[config.mk]
export PLATFORM = sky130hd
export DESIGN_NAME = tl_rr_arbiter
export DESIGN_NICKNAME = d
export VERILOG_FILES = /design/src/rtl/tl_rr_arbiter.sv
export SDC_FILE = /design/constraint.sdc
export NUM_CORES = 1
export LEC_CHECK = 0
export ABC_AREA = 1
export CORE_MARGIN = 2
export CORE_UTILIZATION = 45
export DETAILED_ROUTE_END_ITERATION = 10
export HOLD_SLACK_MARGIN = 0.15
export PLACE_DENSITY = 0.82
export SYNTH_ARGS = -nofsm -noshare
export SYNTH_HDL_FRONTEND = slang
export SYNTH_SLANG_ARGS = --single-unit
[constraint.sdc]
create_clock -name clk -period 4.9 [get_ports clk]
set_clock_uncertainty 0.2 [all_clocks]
set_input_delay 0.735 -clock clk [delete_from_list [all_inputs] [get_ports clk]]
set_output_delay 0.735 -clock clk [all_outputs]
set_load 0.02 [all_outputs]
[src/rtl/tl_rr_arbiter.sv]
// Two-requester round-robin front end for a single TileLink-UL A/D channel pair.
// One transaction in flight at a time; D responses are routed back to the granted owner.
module tl_rr_arbiter #(
  parameter int unsigned ADDR_W  = 4,
  parameter int unsigned DATA_W  = 32,
  parameter int unsigned TIMEOUT = 15
) (
  input  logic                clk,
  input  logic                rst_n,
  input  logic [1:0]          req_wr,
  input  logic [1:0]          req_rd,
  input  logic [7:0]          req_byte,
  input  logic [2*ADDR_W-1:0] req_addr,
  input  logic [2*DATA_W-1:0] req_wdata,
  output logic [1:0]          rsp_v,
  output logic [DATA_W-1:0]   rsp_data,
  output logic                rsp_err,
  output logic                busy,
  output logic                a_valid,
  input  logic                a_ready,
  output logic [3:0]          a_opcode,
  output logic [3:0]          a_mask,
  output logic [ADDR_W-1:0]   a_address,
  output logic [DATA_W-1:0]   a_data,
  input  logic                d_valid,
  output logic                d_ready,
  input  logic [3:0]          d_opcode,
  input  logic [DATA_W-1:0]   d_data
);

  typedef enum logic [1:0] {StIdle, StSendA, StWaitD, StDone} state_e;

  localparam logic [3:0] OpPutFull       = 4'h0;
  localparam logic [3:0] OpPutPartial    = 4'h1;
  localparam logic [3:0] OpGet           = 4'h4;
  localparam logic [3:0] OpAccessAck     = 4'h0;
  localparam logic [3:0] OpAccessAckData = 4'h1;
  localparam logic [7:0] TimeoutCnt      = 8'(TIMEOUT);

  state_e              state_q, state_d;
  logic                owner_q, owner_d;
  logic                is_get_q, is_get_d;
  logic                last_gnt_q, last_gnt_d;
  logic [7:0]          cnt_q, cnt_d;
  logic                a_valid_q, a_valid_d;
  logic [3:0]          a_opcode_q, a_opcode_d;
  logic [3:0]          a_mask_q, a_mask_d;
  logic [ADDR_W-1:0]   a_address_q, a_address_d;
  logic [DATA_W-1:0]   a_data_q, a_data_d;
  logic                d_ready_q, d_ready_d;
  logic [1:0]          rsp_v_q, rsp_v_d;
  logic [DATA_W-1:0]   rsp_data_q, rsp_data_d;
  logic                rsp_err_q, rsp_err_d;
  logic                busy_q, busy_d;

  // Grant selection and the granted requester's fields
  logic [1:0]          pending;
  logic                gnt;
  logic                sel_wr;
  logic [3:0]          sel_byte;
  logic [ADDR_W-1:0]   sel_addr;
  logic [DATA_W-1:0]   sel_wdata;
  logic [7:0]          cnt_inc;

  always_comb begin
    pending   = req_wr | req_rd;
    gnt       = (&pending) ? ~last_gnt_q : pending[1];
    sel_wr    = gnt ? req_wr[1] : req_wr[0];
    sel_byte  = gnt ? req_byte[7:4] : req_byte[3:0];
    sel_addr  = gnt ? req_addr[2*ADDR_W-1:ADDR_W] : req_addr[ADDR_W-1:0];
    sel_wdata = gnt ? req_wdata[2*DATA_W-1:DATA_W] : req_wdata[DATA_W-1:0];
    cnt_inc   = cnt_q + 8'd1;
  end

  always_comb begin
    state_d     = state_q;
    owner_d     = owner_q;
    is_get_d    = is_get_q;
    last_gnt_d  = last_gnt_q;
    cnt_d       = cnt_q;
    a_valid_d   = a_valid_q;
    a_opcode_d  = a_opcode_q;
    a_mask_d    = a_mask_q;
    a_address_d = a_address_q;
    a_data_d    = a_data_q;
    d_ready_d   = d_ready_q;
    rsp_v_d     = rsp_v_q;
    rsp_data_d  = rsp_data_q;
    rsp_err_d   = rsp_err_q;

    unique case (state_q)
      StIdle: begin
        if (|pending) begin
          owner_d     = gnt;
          is_get_d    = ~sel_wr;
          a_valid_d   = 1'b1;
          a_mask_d    = sel_byte;
          a_address_d = sel_addr;
          // Write wins when both wr and rd are raised
          if (sel_wr) begin
            a_opcode_d = (sel_byte == 4'hF) ? OpPutFull : OpPutPartial;
            a_data_d   = sel_wdata;
          end else begin
            a_opcode_d = OpGet;
            a_data_d   = '0;
          end
          state_d = StSendA;
        end
      end

      StSendA: begin
        if (a_ready) begin
          a_valid_d   = 1'b0;
          a_opcode_d  = '0;
          a_mask_d    = '0;
          a_address_d = '0;
          a_data_d    = '0;
          d_ready_d   = 1'b1;
          cnt_d       = '0;
          state_d     = StWaitD;
        end
      end

      StWaitD: begin
        cnt_d = cnt_inc;
        // A response arriving on the timeout cycle still takes priority
        if (d_valid) begin
          rsp_data_d = is_get_q ? d_data : '0;
          rsp_err_d  = d_opcode != (is_get_q ? OpAccessAckData : OpAccessAck);
          rsp_v_d    = owner_q ? 2'b10 : 2'b01;
          d_ready_d  = 1'b0;
          state_d    = StDone;
        end else if (cnt_inc == TimeoutCnt) begin
          rsp_data_d = '0;
          rsp_err_d  = 1'b1;
          rsp_v_d    = owner_q ? 2'b10 : 2'b01;
          d_ready_d  = 1'b0;
          state_d    = StDone;
        end
      end

      StDone: begin
        rsp_v_d    = '0;
        rsp_data_d = '0;
        rsp_err_d  = 1'b0;
        last_gnt_d = owner_q;
        cnt_d      = '0;
        state_d    = StIdle;
      end

      default: state_d = StIdle;
    endcase

    busy_d = (state_d != StIdle);
  end

  always_ff @(posedge clk or negedge rst_n) begin
    if (!rst_n) begin
      state_q     <= StIdle;
      owner_q     <= 1'b0;
      is_get_q    <= 1'b0;
      last_gnt_q  <= 1'b1;
      cnt_q       <= '0;
      a_valid_q   <= 1'b0;
      a_opcode_q  <= '0;
      a_mask_q    <= '0;
      a_address_q <= '0;
      a_data_q    <= '0;
      d_ready_q   <= 1'b0;
      rsp_v_q     <= '0;
      rsp_data_q  <= '0;
      rsp_err_q   <= 1'b0;
      busy_q      <= 1'b0;
    end else begin
      state_q     <= state_d;
      owner_q     <= owner_d;
      is_get_q    <= is_get_d;
      last_gnt_q  <= last_gnt_d;
      cnt_q       <= cnt_d;
      a_valid_q   <= a_valid_d;
      a_opcode_q  <= a_opcode_d;
      a_mask_q    <= a_mask_d;
      a_address_q <= a_address_d;
      a_data_q    <= a_data_d;
      d_ready_q   <= d_ready_d;
      rsp_v_q     <= rsp_v_d;
      rsp_data_q  <= rsp_data_d;
      rsp_err_q   <= rsp_err_d;
      busy_q      <= busy_d;
    end
  end

  assign rsp_v     = rsp_v_q;
  assign rsp_data  = rsp_data_q;
  assign rsp_err   = rsp_err_q;
  assign busy      = busy_q;
  assign a_valid   = a_valid_q;
  assign a_opcode  = a_opcode_q;
  assign a_mask    = a_mask_q;
  assign a_address = a_address_q;
  assign a_data    = a_data_q;
  assign d_ready   = d_ready_q;

endmodule

# --- Yosys cells after proc, flatten, opt, wreduce, memory -nomap -nowiden ---
# Cells that the tools add are included.
totals:
  register_bits: 95
  latch_bits: 0
  ramBits: 0
  romBits: 0
  inputBits: 124
  output_inout_bits: 82
  word_cells: 85
  memories: 0
op_classes:
  addsub: 1
  multipliers: 0
  n_div: 0
  order_cmp: 0
  eq_ne: 9
  shifts: 0
  n_mux: 44
  bitwise_logic: 3
  n_reduce_logical: 13
ops:
  columns: ["cell", "count"]
  rows:
  - ["32-bit two-way mux", 7]
  - ["32-bit one-hot mux with 2 select lines", 2]
  - ["4-bit two-way mux", 6]
  - ["4-bit one-hot mux with 2 select lines", 3]
  - ["8-bit one-hot mux with 3 select lines", 1]
  - ["2-bit two-way mux", 7]
  - ["1-bit two-way mux", 11]
  - ["8-bit by 1-bit adder with 8-bit output (second input constant)", 1]
  - ["8-bit by 4-bit == test with 1-bit output (second input constant)", 1]
  - ["8-bit two-way mux", 1]
  - ["2-bit one-hot mux with 4 select lines", 1]
  - ["2-bit AND reduction", 4]
  - ["2-bit nonzero test", 4]
  - ["1-bit one-hot mux with 2 select lines", 3]
  - ["3-bit AND reduction", 2]
  - ["2-bit == test (second input constant)", 2]
  - ["4-bit == test (second input constant)", 1]
  - ["2-bit != test (second input constant)", 2]
  - ["4-bit by 1-bit != test with 1-bit output", 1]
  - ["2-bit one-hot mux with 2 select lines", 1]
  - ["3-bit two-way mux", 1]
  - ["3-bit != test (second input constant)", 1]
  - ["3-bit nonzero test", 1]
  - ["2-bit by 1-bit == test with 1-bit output (second input constant)", 1]
  - ["other kinds (4)", 5]

# --- Depth between registers and ports, before layout ---
# Gate-level depths: netlist of run 1.
logic_depth:
  depth_word: 9
  depth_mapped: 12

# --- Worst setup path after synthesis of run 1 ---
# Ideal clock, no wire load.
synth_timing:
  path_kind: "input port to flip-flop"
  start: "in req_rd[1]"
  end: "reg a_opcode_q[0], in the netlist a_opcode[0]"
  arrival_ns: 1.710
  setup_slack_ns: 2.874
  cell_stages: 9
  cell_sequence: "nor2_1 -> inv_1 -> o21ai_2 -> buf_2 -> o21ai_0 -> nor3_1 -> nand2_1 -> nand2_1 -> nand2_1"
synth_via:
  elab_chain_cells: 9
  word_cells_on_any_way: 13
synth_lines:
  columns: ["element", "line", "text"]
  rows:
  - ["start: declaration", "11", "input logic [1:0] req_rd,"]
  - ["2-bit bitwise OR (*)", "66", "pending = req_wr | req_rd;"]
  - ["2-bit AND reduction", "67", "gnt = (&pending) ? ~last_gnt_q : pending[1];"]
  - ["1-bit two-way mux", "67", null]
  - ["4-bit two-way mux", "69", "sel_byte = gnt ? req_byte[7:4] : req_byte[3:0];"]
  - ["4-bit == test", "101", "a_opcode_d = (sel_byte == 4'hF) ? OpPutFull : OpPutPartial;"]
  - ["1-bit two-way mux", "101", null]
  - ["3-bit two-way mux", "100", "if (sel_wr) begin"]
  - ["4-bit two-way mux", "93", "if (|pending) begin"]
  - ["4-bit one-hot mux with 2 select lines", "91", "unique case (state_q)"]
  - ["end signal: assignment", "181", "a_opcode_q <= a_opcode_d;"]
  - ["end: declaration", "46", "logic [3:0] a_opcode_q, a_opcode_d;"]
# Every way passes the cells marked *; elsewhere a longest branch is shown, timed or not. The select of a mux whose other input is x is not followed.
# A chain may end at the register's enable or synchronous reset.

# --- Worst setup path after layout of run 1 ---
layout_timing:
  start: "in req_wr[1]"
  end: "reg a_data_q[28], in the netlist a_data[28]"
layout_via:
  elab_chain_cells: 7
  word_cells_on_any_way: 11
layout_lines:
  columns: ["element", "line", "text"]
  rows:
  - ["start: declaration", "10", "input logic [1:0] req_wr,"]
  - ["2-bit bitwise OR", "66", null]
  - ["2-bit AND reduction", "67", null]
  - ["1-bit two-way mux", "67", null]
  - ["32-bit two-way mux or 1-bit two-way mux (tied branches)", "71, 68", null]
  - ["32-bit two-way mux", "100", null]
  - ["32-bit two-way mux", "93", null]
  - ["32-bit one-hot mux with 2 select lines", "91", null]
  - ["end signal: assignment", "184", "a_data_q <= a_data_d;"]
  - ["end: declaration", "49", "logic [DATA_W-1:0] a_data_q, a_data_d;"]
# Parallel ways exist; a longest one is shown, timed or not. The select of a mux whose other input is x is not followed.

==> results of run 1 <==
## synthesized netlist by cell type (2+ instances only)
library cell | n | share of area [%]
nand4_1 | 2 | 0.28
mux2i_1 | 32 | 7.1
nand3_1 | 42 | 4.7
nor2_1 | 53 | 4.4
o21ai_1 | 5 | 0.56
nand2_1 | 144 | 12
clkbuf_2 | 3 | 0.33
ha_1 | 2 | 0.56
dfrtp_1 | 92 | 51
buf_6 | 2 | 0.50
nand3_2 | 2 | 0.45
o21ai_0 | 53 | 5.9
buf_4 | 5 | 0.84
buf_2 | 8 | 0.89
inv_1 | 54 | 4.5
clkbuf_1 | 7 | 0.59
nand2_2 | 10 | 1.4
## power breakdown
| part | internal, uW | leakage (uW) | total, uW | switching (uW) |
|---|---|---|---|---|
| sequential | 1110 | 0.00122 | 1350 | 240 |
| clock | 241 | 0.000101 | 516 | 275 |
| combinational | 885 | 0.00192 | 2030 | 1140 |
## kinds of logic (layout without fill, tap and decap cells)
family / Yosys count / in the layout / share of synthesized area [%]
xor gates and xnor gates: 1 / 1 / 0.195
other: 1 / 2 / 0.0835
and+or+nand+nor: 260 / 260 / 24.8
adders and majority gates: 2 / 2 / 0.557
muxes: 32 / 32 / 7.13
DFF: 93 / 93 / 51.8
AOI/OAI and AO/OA: 63 / 63 / 7.33
buffers and inverters: 81 / 278 / 8.08
## worst max-delay path, cell delays in order
cell and delay (ns):
clkdlybuf4s50_1 0.42, nor2_1 0.14, inv_1 0.09, o21ai_4 0.07
buf_4 0.54, nand2_1 0.11, nand2_1 0.11, nand2_1 0.52
o21ai_0 0.43
## metal layers
layer  vias up  GRT usage [%]  wire length, um
li1       2069              -                -
met2       176           40.9             6260
met1      2009           28.2             5060
met5         -              0                0
met4         0           6.08              159
met3        15           9.96             1300
## cell type report
class,instances,area (um^2)
Clock buffer,10,128
Clock inverter,6,70.1
Fill cell,796,2960
Inverter,55,206
Multi-Input combinational cell,360,1810
Sequential cell,93,2330
Tap cell,133,166
Timing Repair Buffer,207,2060
## state kept, by name, summed over array words and instances (netlist names)
signal / flops
rsp_err: 1
last_gnt_q: 1
a_address: 4
is_get_q: 1
rsp_data: 32
state_q: 2
rsp_v: 2
a_opcode: 2
a_data: 32
a_valid: 1
cnt_q: 8
busy: 1
owner_q: 1
a_mask: 4
d_ready: 1
## stage by stage
step,hold slack [ns],power [uW],cell area [um^2],setup WS [ns]
2_1_floorplan,0.239,2430,4500,2.87
3_5_place_dp,0.263,3400,6580,1.39
4_1_cts,0.211,3930,6770,1.77
6_report,0.203,3900,6770,1.78
5_1_grt,0.224,4140,6770,1.58
3_3_place_gp,0.253,3340,6580,1.57
## worst paths after layout
kind / startpoint / to / slack [ns]
setup / recovery: req_wr[1] / a_data[28] / 1.78
max in group asynchronous: rst_n / last_gnt_q / 3.28
min in group clk: rsp_data[2] / rsp_data[2] / 0.28
hold reg to reg: rsp_data[2] / rsp_data[2] / 0.28
setup reg to reg: last_gnt_q / a_data[28] / 2.13
hold / removal: rst_n / rsp_data[0] / 0.20
==> qor.csv, run 1 <==
stage,metric,value,unit
floorplanning,io-pin-count,206,
detailed_routing,drt_wl_total,12.8,mm
yosys,synth_edf_count,0,
clocking,cts_buffers,9,
detailed_routing,detail-route-antenna-nets,0,
flow_run,drv_cap,0,
timing,period_needed,3.12,ns
finish,layout_commonest_cell,clkdlybuf4s50_1,
timing,setup_viol,0,
grt,grt_max_degree,51,
yosys,ys_seq_area_share,51.8,%
finish,final_cells,864,
clocking,cts.sink_count,93,
clocking,cts_resized,0,
timing,slew_viol_final,0,
grt,antenna_found_initial,0,
finish,antenna_cells,0,
grt,grt_pass1_wl,20.9,mm
timing,tightest_slew,1.21,ns
critical_path,reg2reg_depth,7,
clocking,post_cts_buffers,0,
critical_path,worst-path-max-fanout,44,
placed_design,place_hpwl,9.63,mm
power_and_ir_drop,p_per_area,575,nW/um^2
yosys,ys_ff_latch,93,
finish,layout_common_cells,"clkdlybuf4s50_1, nand2_1, dfrtp_1",
critical_path,start_kind,input port,
timing,hold_viol_final,0,
grt,grt.total_usage,24.0,%
finish,final_util,69.6,%
critical_path,end_kind,flop,
clocking,max-clock-path-buffers,2,
detailed_routing,avgRoutedWirePerCell,14.8,um
yosys,syn-cell-area,4490,um^2
yosys,synth_flop_cell,dfrtp_1,
critical_path,critPathRequiredTime,4.96,ns
timing,final.setup.tns,0,ns
floorplanning,dieWidth,104,um
grt,grt_pass1_vias,4313,
hold_path,hold_path.class,in -> async,
clocking,clock_latency,0.35,ns
clocking,cts_tree,done,
clocking,cts_htree_levels,3,
critical_path,worstSetupPathType,in -> reg,
clocking,cts-root-buf,clkbuf_8,
yosys,yosysWarnings,0,
finish,nNetsFinal,852,
placed_design,port_buffers,203,
floorplanning,start_util,46.2,%
detailed_routing,drt_iter0_drc,125,
timing,fmax,321,MHz
detailed_routing,drc_errors,0,
critical_path,crit_arrival,3.17,ns
clocking,path_clk_slew,0.10,ns
floorplanning,core,9730,um^2
yosys,synth.avg_cell_area,8.43,um^2
grt,grt_overflow,0,
detailed_routing,via_per_inst,4.94,
clocking,postCtsHoldBufs,0,
finish,areaGrowthSynthToFinish,50.8,%
power_and_ir_drop,cellLeakagePower,0.00325,uW
placed_design,gp_congestion,0.832,
power_and_ir_drop,ir_drop,0.359,mV
floorplanning,dieArea,10800,um^2
timing,period_share,63.6,%
yosys,synth_cells,533,
detailed_routing,drt_pre_antenna_iters,4,
floorplanning,die_y,104,um
timing,rsz0062_at_grt,no,
status,status,"complete, no violations",
yosys,async_flop_share,100,%
timing,maxSlewHeadroom,19.2,%
yosys,yosysUniqueCellTypes,34,
finish,drive_gt1_share,5.47,%
floorplanning,rows,36,
placed_design,numPlacedInstances,848,
detailed_routing,vias,4269,
Note: power is estimated with default switching activity, not from simulation.
==> inputs of run 2 (changes only) <==
--- a/config.mk
+++ b/config.mk
@@ -7,10 +7,10 @@
 export LEC_CHECK = 0
 export ABC_AREA = 1
 export CORE_MARGIN = 2
-export CORE_UTILIZATION = 45
+export CORE_UTILIZATION = 42
 export DETAILED_ROUTE_END_ITERATION = 10
 export HOLD_SLACK_MARGIN = 0.15
-export PLACE_DENSITY = 0.82
+export PLACE_DENSITY = 0.77
 export SYNTH_ARGS = -nofsm -noshare
 export SYNTH_HDL_FRONTEND = slang
 export SYNTH_SLANG_ARGS = --single-unit
==> constraint.sdc (replaced) <==
create_clock -name clk -period 3.2 [get_ports clk]
set_clock_uncertainty 0.2 [all_clocks]
set_input_delay 0.48 -clock clk [delete_from_list [all_inputs] [get_ports clk]]
set_output_delay 0.48 -clock clk [all_outputs]
set_load 0.02 [all_outputs]
==> run 2 against run 1 <==
Net effect: wire length shrank 2.0%; global-route usage decreased by 2.3 points; core utilization fell by 3.5 points; worst setup slack got worse by 1.0 ns; critical path depth increased by 1; via count fell by 0.63%; sequential share of layout area down 0.41 points; die area rose by 6.9%; largest power group unchanged; final cell count up 0.81%; cell area up 1.2%.
==> qor.csv, run 2 (synthesis gave the netlist of run 1 again) <==
stage,metric,value,unit,change
finish,drive_gt1_share,5.85,%,+0.38 points
floorplanning,io-pin-count,206,,unchanged
critical_path,reg2reg_slack,0.78,ns,-1.35 ns
detailed_routing,drc_errors,0,,unchanged
grt,grt_max_degree,50,,-2.0%
clocking,clock_latency,0.35,ns,about the same
critical_path,endpoint,rsp_data[0],,
detailed_routing,drt_pre_antenna_iters,7,,+3
finish,nNetsFinal,856,,+0.47%
grt,grt.total_usage,21.7,%,-2.3 points
critical_path,end_kind,flop,,
clocking,cts_tree,done,,
timing,maxSlewHeadroom,55.4,%,+36 points
power_and_ir_drop,pwr-share-comb,51.9,%,about the same
status,status,"complete, no violations",,
timing,tightest_slew,0.667,ns,-0.541 ns
power_and_ir_drop,p_seq_share,33.6,%,-1.1 points
detailed_routing,maxUsedRoutingLayer,met4,,
power_and_ir_drop,p_switching,2530,uW,+52%
grt,antenna_found_initial,0,,unchanged
timing,setup_viol,0,,unchanged
timing,final.setup.tns,0,ns,unchanged
detailed_routing,drt_wl_total,12.5,mm,-2.0%
power_and_ir_drop,p_per_area,885,nW/um^2,+54%
placed_design,port_buffers,203,,unchanged
critical_path,worstSetupPathType,reg -> reg,,
finish,filler_cell_count,887,,+11%
critical_path,rr_endpoint,rsp_data[0],,
power_and_ir_drop,ir_drop,0.483,mV,+34%
detailed_routing,via_per_inst,4.87,,-1.4%
placed_design,gp_congestion,0.767,,-7.8%
floorplanning,dieWidth,107,um,+3.4%
floorplanning,rows,37,,+2.8%
floorplanning,start_util,43.3,%,-2.9 points
finish,areaGrowthSynthToFinish,52.6,%,
clocking,cts.sink_count,93,,unchanged
critical_path,reg2reg_depth,10,,+3
detailed_routing,avgRoutedWirePerCell,14.4,um,-2.8%
grt,grt_overflow,0,,unchanged
critical_path,critPathLaunch,cnt_q[1],,
power_and_ir_drop,power_frac_clock,14.5,%,+1.3 points
detailed_routing,vias,4242,,-0.63%
critical_path,start_kind,flop,,
flow_run,drv_cap,0,,unchanged
timing,rsz0062_at_grt,no,,
power_and_ir_drop,p_int,3540,uW,+58%
clocking,max-clock-path-buffers,2,,unchanged
clocking,cts-root-buf,clkbuf_8,,
grt,grt_pass1_vias,4199,,-2.6%
floorplanning,die_y,107,um,+3.4%
grt,grt_pass1_wl,19.7,mm,-5.3%
critical_path,crit_arrival,2.45,ns,-0.72 ns
detailed_routing,drt_iter0_drc,190,,+52%
critical_path,worst-path-max-fanout,37,,-16%
detailed_routing,wl_met2,6.01,mm,-4.1%
finish,layout_commonest_cell,clkdlybuf4s50_1,,
detailed_routing,drt-met1-wl,5.14,mm,+1.5%
power_and_ir_drop,swShare,41.7,%,-0.87 points
clocking,cts_htree_levels,3,,unchanged
critical_path,r2r-start,cnt_q[1],,
floorplanning,dieArea,11500,um^2,+6.9%
finish,layout_common_cells,"clkdlybuf4s50_1, nand2_1, dfrtp_1",,
clocking,cts_buffers,9,,unchanged
clocking,cts_resized,0,,unchanged
timing,fin_worst_hold_slack,0.279,ns,+0.0755 ns
detailed_routing,detail-route-antenna-nets,0,,unchanged
critical_path,critPathRequiredTime,3.24,ns,-1.72 ns
timing,fmax,413,MHz,
finish,antenna_cells,0,,unchanged
hold_path,hold_path.class,reg -> reg,,
clocking,path_clk_slew,0.09,ns,about the same
placed_design,place_hpwl,9.18,mm,-4.6%
timing,period_needed,2.42,ns,
timing,period_share,75.6,%,
floorplanning,core,10400,um^2,+6.6%
clocking,post_cts_buffers,0,,unchanged
detailed_routing,wl_met3,1.18,mm,-8.8%
timing,hold_viol_final,0,,unchanged
timing,slew_viol_final,0,,unchanged
power_and_ir_drop,cellLeakagePower,0.00327,uW,+0.88%
-- run 2: power by group through the flow --
stage | logic (uW) | clock network [uW] | registers (uW)
2_1_floorplan | 1110 | 0 | 2610
3_3_place_gp | 3120 | 0 | 2030
6_report | 3150 | 880 | 2030
3_5_place_dp | 3170 | 0 | 2050
5_1_grt | 3410 | 954 | 2100
4_1_cts | 3180 | 898 | 2040
-- run 2: per-layer routing --
layer  GRT usage [%]  vias to the layer above
met5               0                        -
met4            6.32                        0
met3            7.38                       12
met2            36.3                      173
met1            26.6                     1979
li1                -                     2078
-- run 2: metrics by stage --
| stage | area [um^2] | cells | util (%) | total power [uW] | worst slack, ns |
|---|---|---|---|---|---|
| 6_report | 6850 | 871 | 66.1 | 6060 | 0.781 |
| 5_1_grt | 6850 | 871 | 66.1 | 6460 | 0.531 |
| 4_1_cts | 6850 | 871 | 66.1 | 6110 | 0.759 |
| 3_5_place_dp | 6620 | 854 | 63.8 | 5220 | 0.572 |
| 3_3_place_gp | 6620 | 854 | 63.8 | 5140 | 0.671 |
| 2_1_floorplan | 4500 | 534 | - | 3720 | 1.31 |
-- run 2: worst max-delay path, stage by stage (launching register included) --
cell and delay, ns:
dfrtp_1 0.43, ha_1 0.23, nand3_1 0.12, o21bai_1 0.17
nand2_1 0.09, nor2_1 0.14, nand3_2 0.10, nand3_4 0.34
nand2_8 0.28, nand2_1 0.12, nand2_1 0.06
-- run 2: layout make-up --
class                           instances  area, um^2  share of cell area, %
Inverter                               55         206                   3.01
Sequential cell                        93        2330                   34.0
Multi-Input combinational cell        360        1820                   26.5
Timing Repair Buffer                  211        2100                   30.7
Clock inverter                          5        83.8                   1.22
Clock buffer                           11         141                   2.06
Tap cell                              136         170                   2.48
-- run 2: worst min path at each step --
stage	startpoint	to	slack [ns]	depth (start not counted)
finish	rsp_err	rsp_err	0.28	2
global route	rsp_err	rsp_err	0.30	2
CTS	rsp_data[3]	rsp_data[3]	0.28	2
detailed placement	rsp_data[3]	rsp_data[3]	0.26	2
global placement	rsp_data[2]	rsp_data[2]	0.25	2
floorplan	rst_n	a_address[0]	-0.02	0
-- run 2: what timing repair did --
item                       in CTS  in global routing
hold endpoints to repair       43                  0
setup endpoints to repair       0                  0
hold buffers                    1                  0
==> inputs of run 3 (changes only) <==
==> constraint.sdc (replaced) <==
create_clock -name clk -period 2.4 [get_ports clk]
set_clock_uncertainty 0.2 [all_clocks]
set_input_delay 0.36 -clock clk [delete_from_list [all_inputs] [get_ports clk]]
set_output_delay 0.36 -clock clk [all_outputs]
set_load 0.02 [all_outputs]
==> run 3 against run 2 <==
Net effect: die area unchanged; worst setup slack got worse by 0.58 ns; critical path depth rose by 1; global-route usage is 0.94 points higher; first-iteration DRC count up 41%; critical path type unchanged.
==> qor.csv, run 3 (synthesis gave the netlist of run 1 again) <==
stage,metric,value,unit,change
critical_path,start_kind,flop,,
floorplanning,io-pin-count,206,,unchanged
power_and_ir_drop,p_per_area,1170,nW/um^2,+32%
placed_design,port_buffers,203,,unchanged
timing,period_needed,2.20,ns,-0.220 ns
critical_path,end_kind,flop,,
timing,hold_viol_final,0,,unchanged
grt,grt_overflow,0,,unchanged
power_and_ir_drop,ir_drop,0.699,mV,+45%
finish,antenna_cells,0,,unchanged
power_and_ir_drop,p_total,8070,uW,+33%
detailed_routing,detail-route-antenna-nets,0,,unchanged
clocking,cts_tree,done,,
clocking,cts-root-buf,clkbuf_8,,
detailed_routing,drt_wl_total,12.7,mm,+1.2%
status,status,"complete, no violations",,
placed_design,gp_congestion,0.818,,+6.6%
floorplanning,dieWidth,107,um,unchanged
detailed_routing,avgRoutedWirePerCell,14.5,um,+1.0%
clocking,clock_latency,0.35,ns,about the same
grt,grt_max_degree,43,,-14%
grt,antenna_found_initial,0,,unchanged
floorplanning,core,10400,um^2,unchanged
floorplanning,start_util,43.3,%,unchanged
floorplanning,rows,37,,unchanged
detailed_routing,vias,4327,,+2.0%
floorplanning,die_y,107,um,unchanged
detailed_routing,drc_errors,0,,unchanged
timing,fin_worst_hold_slack,0.253,ns,-0.0256 ns
detailed_routing,via_per_inst,4.96,,+1.8%
critical_path,worstSetupPathType,reg -> reg,,
timing,maxSlewHeadroom,55.1,%,-0.27 points
clocking,path_clk_slew,0.08,ns,about the same
detailed_routing,wl_met3,1.21,mm,+2.7%
clocking,post_cts_buffers,0,,unchanged
finish,nNetsFinal,859,,+0.35%
clocking,cts.sink_count,93,,unchanged
timing,rsz0062_at_grt,no,,
detailed_routing,drt-met1-wl,5.10,mm,-0.70%
critical_path,worst-path-max-fanout,35,,-5.4%
power_and_ir_drop,cellLeakagePower,0.00330,uW,+0.77%
critical_path,reg2reg_slack,0.20,ns,-0.58 ns
placed_design,place_hpwl,9.44,mm,+2.7%
grt,grt_pass1_vias,4206,,+0.17%
clocking,max-clock-path-buffers,2,,unchanged
critical_path,rr_endpoint,rsp_data[0],,
floorplanning,dieArea,11500,um^2,unchanged
timing,period_share,91.6,%,+16 points
detailed_routing,wl_met2,6.17,mm,+2.7%
clocking,cts_buffers,9,,unchanged
finish,areaGrowthSynthToFinish,53.5,%,
critical_path,critPathRequiredTime,2.44,ns,-0.80 ns
grt,grt_pass1_wl,20.5,mm,+4.0%
flow_run,drv_cap,0,,unchanged
timing,final.setup.tns,0,ns,unchanged
hold_path,hold_path.class,in -> async,,
timing,slew_viol_final,0,,unchanged
finish,layout_common_cells,"clkdlybuf4s50_1, nand2_1, dfrtp_1",,
timing,tightest_slew,0.671,ns,+0.00406 ns
grt,grt.total_usage,22.6,%,+0.94 points
detailed_routing,maxUsedRoutingLayer,met4,,
clocking,cts_htree_levels,3,,unchanged
finish,layout_commonest_cell,clkdlybuf4s50_1,,
detailed_routing,drt_pre_antenna_iters,5,,-2
critical_path,reg2reg_depth,11,,+1
finish,drive_gt1_share,5.83,%,-0.016 points
timing,setup_viol,0,,unchanged
detailed_routing,drt_iter0_drc,268,,+41%
critical_path,crit_arrival,2.24,ns,-0.21 ns
critical_path,r2r-start,cnt_q[1],,
timing,fmax,455,MHz,+10%
run 3: cell count changes in the layout (fill, tap and decap cells not counted):
cell        previous run  this run
buf_12                 1         5
clkbuf_1               1         3
clkinvlp_4             2         0
buf_4                  7         6
bufinv_16              2         1
clkbuf_8              10        11
clkinv_4               1         0
run 3: routing by layer:
layer	global-route usage, %	up-vias
met4	7.05	0
met5	0	-
met2	37.8	208
li1	-	2084
met3	6.23	15
met1	28.6	2020
run 3: final cells by class:
class,count,area [um^2]
Inverter,55,206
Fill cell,874,3480
Clock inverter,1,30.0
Sequential cell,93,2330
Clock buffer,14,163
Tap cell,136,170
Timing Repair Buffer,214,2180
Multi-Input combinational cell,360,1820
run 3: worst max path at each step:
stage | startpoint | endpoint | slack [ns] | cells after the start
final | cnt_q[1] | rsp_data[0] | 0.20 | 11
after global routing | cnt_q[1] | rsp_data[14] | 0.003 | 10
after CTS | cnt_q[1] | rsp_data[0] | 0.21 | 11
after detailed placement | req_wr[0] | a_opcode[0] | 0.16 | 11
after global placement | req_wr[0] | a_opcode[0] | 0.21 | 11
after floorplan | cnt_q[0] | rsp_data[19] | 0.51 | 12
run 3: critical path: stages, from the launching register on:
cell	delay [ns]
dfrtp_1	0.44
ha_1	0.25
nand2_1	0.08
inv_1	0.05
nor2_1	0.14
nand3_1	0.10
nor2_1	0.13
nand3_2	0.11
nand3_4	0.19
nand2_8	0.21
nand2_1	0.12
nand2_1	0.06
run 3: through the flow:
stage	cell area (um^2)	setup slack (ns)	util, %	std cells
after CTS	6890	0.211	66.5	873
after floorplan	4500	0.509	-	534
final	6890	0.201	66.5	873
after global placement	6690	0.212	64.5	857
after detailed placement	6690	0.160	64.5	857
after global routing	6890	0.00287	66.5	873
run 3: timing repair:
item / CTS / global route
endpoints found under the hold margin: 92 / 0
hold buffers: 1 / 0
gates resized for setup: 0 / 0
endpoints found under the setup margin: 0 / 0
run 3: report_power, final:
group	internal, uW	switching (uW)	leakage, uW
combinational	1910	2370	0.00198
sequential	2270	470	0.00122
clock	535	515	0.0000968
total	4720	3350	0.00330
